### config.mk
export PLATFORM = sky130hd
export DESIGN_NAME = ofifo_lockstep
export DESIGN_NICKNAME = d
export VERILOG_FILES = /design/src/rtl/ofifo_lockstep_pkg.sv /design/src/rtl/ofifo_lane.sv /design/src/rtl/ofifo_lockstep.sv
export SDC_FILE = /design/constraint.sdc
export NUM_CORES = 2
export LEC_CHECK = 0
export CORE_MARGIN = 2
export CORE_UTILIZATION = 60
export DETAILED_ROUTE_END_ITERATION = 12
export PLACE_DENSITY = 0.76
export SETUP_SLACK_MARGIN = 0.2
export SLEW_MARGIN = 20
export SYNTH_ARGS = -nofsm -noshare
export SYNTH_HDL_FRONTEND = slang
export SYNTH_SLANG_ARGS = --single-unit
### constraint.sdc
create_clock -name clk -period 23.5 [get_ports clk]
set_input_delay 4.7 -clock clk [delete_from_list [all_inputs] [get_ports clk]]
set_output_delay 4.7 -clock clk [all_outputs]
set_load 0.01 [all_outputs]
### src/rtl/ofifo_lockstep_pkg.sv
// Shared widths and error-flag bit positions for the lock-step output FIFO.
// The error flags are built only when OFIFO_ERR_FLAGS_EN is defined.
package ofifo_lockstep_pkg;

    localparam int OFIFO_ERR_OVF = 0;
    localparam int OFIFO_ERR_UDF = 1;

    function automatic int ptr_width(input int depth);
        return $clog2(depth);
    endfunction

    function automatic int cnt_width(input int depth);
        return $clog2(depth) + 1;
    endfunction

endpackage

### src/rtl/ofifo_lane.sv
// Single-column first-word-fall-through FIFO: the head entry is a combinational
// read at the read pointer, and count, full and empty come from the registered count.
module ofifo_lane
    import ofifo_lockstep_pkg::*;
#(
    parameter int bw    = 4,
    parameter int depth = 64
) (
    input  logic                        clk,
    input  logic                        reset,
    input  logic [bw-1:0]               din,
    input  logic                        push,
    input  logic                        pop,
    output logic [cnt_width(depth)-1:0] count,
    output logic                        full,
    output logic                        empty,
    output logic [bw-1:0]               head
);

    localparam int PW = ptr_width(depth);
    localparam int CW = cnt_width(depth);

    logic [bw-1:0] mem [depth];
    logic [PW-1:0] wptr;
    logic [PW-1:0] rptr;
    logic          push_ok;
    logic          pop_ok;

    assign full  = (count == CW'(depth));
    assign empty = (count == '0);
    assign head  = mem[rptr];

    // A full lane still takes a write when the row is popped in the same cycle.
    assign push_ok = push && (!full || pop);
    assign pop_ok  = pop && !empty;

    always_ff @(posedge clk) begin
        if (reset) begin
            wptr  <= '0;
            rptr  <= '0;
            count <= '0;
        end else begin
            if (push_ok) wptr <= wptr + PW'(1);
            if (pop_ok)  rptr <= rptr + PW'(1);
            count <= count + CW'(push_ok) - CW'(pop_ok);
        end
    end

    // NOTE: storage has no reset; the count alone decides which entries are live.
    always_ff @(posedge clk) begin
        if (push_ok && !reset) mem[wptr] <= din;
    end

endmodule

### src/rtl/ofifo_lockstep.sv
// Column-parallel output FIFO: lanes fill independently, rows pop atomically.
// Defining OFIFO_ERR_FLAGS_EN adds the sticky o_err overflow/underflow port.
module ofifo_lockstep
    import ofifo_lockstep_pkg::*;
#(
    parameter int col       = 8,
    parameter int bw        = 4,
    parameter int depth     = 64,
    parameter int af_margin = 4
) (
    input  logic                        clk,
    input  logic                        reset,
    input  logic [bw*col-1:0]           in,
    input  logic [col-1:0]              wr,
    input  logic                        rd,
    output logic [bw*col-1:0]           out,
    output logic                        o_valid,
    output logic                        o_full,
    output logic                        o_ready,
    output logic                        o_almost_full,
    output logic [cnt_width(depth)-1:0] o_rows
`ifdef OFIFO_ERR_FLAGS_EN
    ,
    output logic [1:0]                  o_err
`endif
);

    localparam int CW    = cnt_width(depth);
    localparam int AF_TH = depth - af_margin;

    logic [col-1:0] full_v;
    logic [col-1:0] empty_v;
    logic [CW-1:0]  cnt [col];
    logic           pop;

    for (genvar i = 0; i < col; i++) begin : g_lane
        ofifo_lane #(
            .bw    (bw),
            .depth (depth)
        ) u_lane (
            .clk   (clk),
            .reset (reset),
            .din   (in[bw*i +: bw]),
            .push  (wr[i]),
            .pop   (pop),
            .count (cnt[i]),
            .full  (full_v[i]),
            .empty (empty_v[i]),
            .head  (out[bw*i +: bw])
        );
    end

    assign o_valid = ~|empty_v;
    assign pop     = rd && o_valid;
    assign o_full  = |full_v;
    assign o_ready = !o_full;

    // NOTE: defaults first so every path through the loop assigns both outputs (no latch).
    always_comb begin
        o_rows        = cnt[0];
        o_almost_full = 1'b0;
        for (int i = 0; i < col; i++) begin
            if (cnt[i] < o_rows) o_rows = cnt[i];
            if (int'(cnt[i]) >= AF_TH) o_almost_full = 1'b1;
        end
    end

`ifdef OFIFO_ERR_FLAGS_EN
    logic ovf_evt;

    assign ovf_evt = (|(wr & full_v)) && !pop;

    always_ff @(posedge clk) begin
        if (reset) begin
            o_err <= '0;
        end else begin
            if (ovf_evt)          o_err[OFIFO_ERR_OVF] <= 1'b1;
            if (rd && !o_valid)   o_err[OFIFO_ERR_UDF] <= 1'b1;
        end
    end
`endif

endmodule

==> metrics.cfg <==
[logic_synthesis]
synth-adder-area-share = 0.0214
synth_xor_area_frac = 0.0113
muxShareOfSynthArea = 0.170
synthArstFlopShare = 0
synth_cells = 4902
syn_area_per_cell_um2 = 18.7
synth-edff-count = 2048
syn-num-nets = 5094
synth-compound-area-share = 0.0186
netlist_area_um2 = 91900
ys_seq_area_frac = 0.713
yosysWarningCount = 0
ys_seq_elements = 2248
synthSimpleGateAreaFrac = 0.0520
synthDistinctLibCells = 92
synth_top_family_by_area = multiplexers
yosys_most_used_dff = edfxtp_1

[final_layout]
fin_util = 0.669
area.growth.synth_to_final_pct = 10.6
fillers = 9492
regArea_um2 = 65500
final_cell_area_um2 = 102000
multiInputGateArea_um2 = 25100
final_nets = 5190
drive_gt1_frac = 0.218

[floorplanning]
placement_rows = 143
dieArea_um2 = 156000
num_io_pins = 86
start_util = 0.605
coreArea_um2 = 152000
die_w_um = 395
die_h_um = 395

[sta]
tns_ns = 0
max_freq_mhz = 55.5
rsz0062_at_grt = no
setup-violations-final = 0
tightest_slew_ns = 1.01
hold_violations = 0
min_period_ns = 18.01
finalMaxSlewViolations = 0
maxSlewHeadroom = 0.323
worst_slack_ns = 5.49
post-route-period-util = 0.767
fin_skew_ns = 0.0572

[clock_tree]
cts.repair.resized = 0
ctsHoldBuffers = 0
clk_pin_slew_ns = 0.06
numCtsBuffers = 215
cts_tree = done
clk_latency_ns = 0.85
cts_root_buf = clkbuf_16
cts_sinks = 2248
clockBufferDepth = 3
htreeDepth = 4
cts_setup_buffers = 0

[power_and_ir_drop]
power_density_nw_per_um2 = 106
total_power_mw = 10.8
ir_drop_mv = 0.360
total_leakage_power_nw = 31.3

[detailed_routing]
drc = 0
vias_per_cell = 6.26
vias = 45200
drtPass1Iterations = 6
ant_nets = 0
wl_per_cell_um = 26.2
drt-initial-drc-count = 5024
wirelength_um = 189000

[setup_path]
required_ns = 18.80
r2r_end = g_lane[1].u_lane.mem[19][2]
r2r-start = g_lane[6].u_lane.count[4]
worst_path_most_repeated_cell = ha_1
reg2reg_depth = 13
cp-start-kind = flop
worst-endpoint-arrival_ns = 13.31
crit_type = flop to output port
startpoint = g_lane[0].u_lane.count[5]
cp.buffers_inverters = 7
critPathTopFamily = compound AO/OA/AOI/OAI gates
endpoint_kind = output port
reg2reg_slack_ns = 17.59
cpMaxStageDelayCell = a311oi_2
critical_path.max_fanout = 18
critPathMaxStageDelay_ns = 0.74

[grt]
grt_usage = 0.246
grt_max_degree = 65
antenna_found_initial = 2
grt-ovfl-total = 0
grt_pass1_wl_um = 291000
grt_pass1_vias = 46600

[worst_hold_path]
min_from = g_lane[2].u_lane.rptr[5]
holdPathStages = 2
hold_path_class = flop to flop

[run_status]
status = finished, final reports clean

[flow_run]
maxCapViolations = 0

[placed_design]
place_area_um2 = 94500
dp_hpwl_um = 116000
port-buffer-count = 85
place_congestion = 0.838
place_ws_ns = 6.43

==> layout make-up <==
class | instances | area share
tap | 2030 | 0.0250
clock buffer | 266 | 0.0563
clock inverter | 137 | 0.0130
inverter | 98 | 0.00362
timing repair buffer | 116 | 0.00984
sequential | 2248 | 0.645
antenna | 2 | 0.0000493
multi-input combinational | 2319 | 0.247
==> metal layers <==
| layer | track usage | part of all wire |
|---|---|---|
| met2 | 0.398 | 0.50 |
| met4 | 0.0536 | 0.017 |
| met1 | 0.359 | 0.41 |
| met3 | 0.0398 | 0.073 |
| met5 | 0 | 0 |
==> worst reg2reg max path, stage by stage (launching register included) <==
cell and delay (ns):
dfxtp_1 0.57, inv_1 0.22, ha_1 0.28, nand3_1 0.17, o22ai_1 0.14, or4_1 0.53, a41oi_1 0.32, buf_4 0.29
and2_2 0.26, buf_4 0.61, o21a_1 0.63, nor2b_1 0.32, nand4b_1 0.66, nor2_1 0.58
==> cell usage after synthesis (all sizes together) (19+ instances only) <==
| cell | instances | area, um^2 |
|---|---|---|
| inv | 98 | 368 |
| nand3b | 19 | 143 |
| o21ai | 30 | 165 |
| dfxtp | 200 | 4000 |
| nand4 | 39 | 244 |
| nor2b | 39 | 244 |
| nor2 | 717 | 2690 |
| xor2 | 70 | 613 |
| xnor2 | 48 | 420 |
| nand2 | 122 | 463 |
| edfxtp | 2048 | 61500 |
| mux2i | 35 | 350 |
| mux4 | 672 | 15100 |
| clkbuf | 133 | 499 |
| ha | 141 | 1760 |
| buf | 104 | 408 |
| nand3 | 53 | 265 |
| a21oi | 74 | 412 |
==> how the worst max path moves through the flow <==
| stage | cells past startpoint | to |
|---|---|---|
| floorplan | 54 | o_rows[1] |
| global placement | 51 | o_rows[3] |
| detailed placement | 51 | o_rows[1] |
| CTS | 51 | o_rows[1] |
| global route | 51 | o_rows[5] |
| finish | 51 | o_rows[1] |
==> registers in the layout (all words and copies together), names as in the netlist, named ones only <==
signal               count
g_lane.u_lane.rptr      48
g_lane.u_lane.mem     2048
g_lane.u_lane.count     56
g_lane.u_lane.wptr      48
==> per-stage QoR <==
stage          hold WS, ns  cells
6_report             0.496   7216
2_1_floorplan        0.459   4902
3_3_place_gp         0.480   6811
5_1_grt              0.520   7214
3_5_place_dp         0.485   6811
4_1_cts              0.499   7214
==> where the power goes <==
part           internal (mW)  switching, mW
sequential              4.43          0.134
combinational           1.24           1.56
clock                   1.95           1.47
total                   7.62           3.16
==> kinds of logic (layout without fill, tap and decap cells) <==
kind of cell | Yosys count | count (layout)
DFF | 2248 | 2248
xor gates and xnor gates | 118 | 118
AOI/OAI and AO/OA | 236 | 236
adders and majority gates | 153 | 153
muxes | 715 | 715
buffers and inverters | 335 | 617
and+or+nand+nor | 1097 | 1097
other | 0 | 2
==> placed cells by master, fill, tap and decap left out, drive strengths merged, types with 15 or more instances in the layout <==
cell           count
xnor2             48
inv              109
edfxtp          2048
nand2            122
nand3             53
or3               17
nor2b             39
mux2i             35
a21o              15
clkinv           101
a21oi             74
and3              17
buf               64
mux4             672
clkbuf           266
clkdlybuf4s50     52
and2              16
xor2              70
nor2             717
o21bai            17
nand4             39
ha               141
bufinv            20
o21ai             30
nand3b            19
dfxtp            200
No activity file was read; power rests on OpenSTA's default activity.
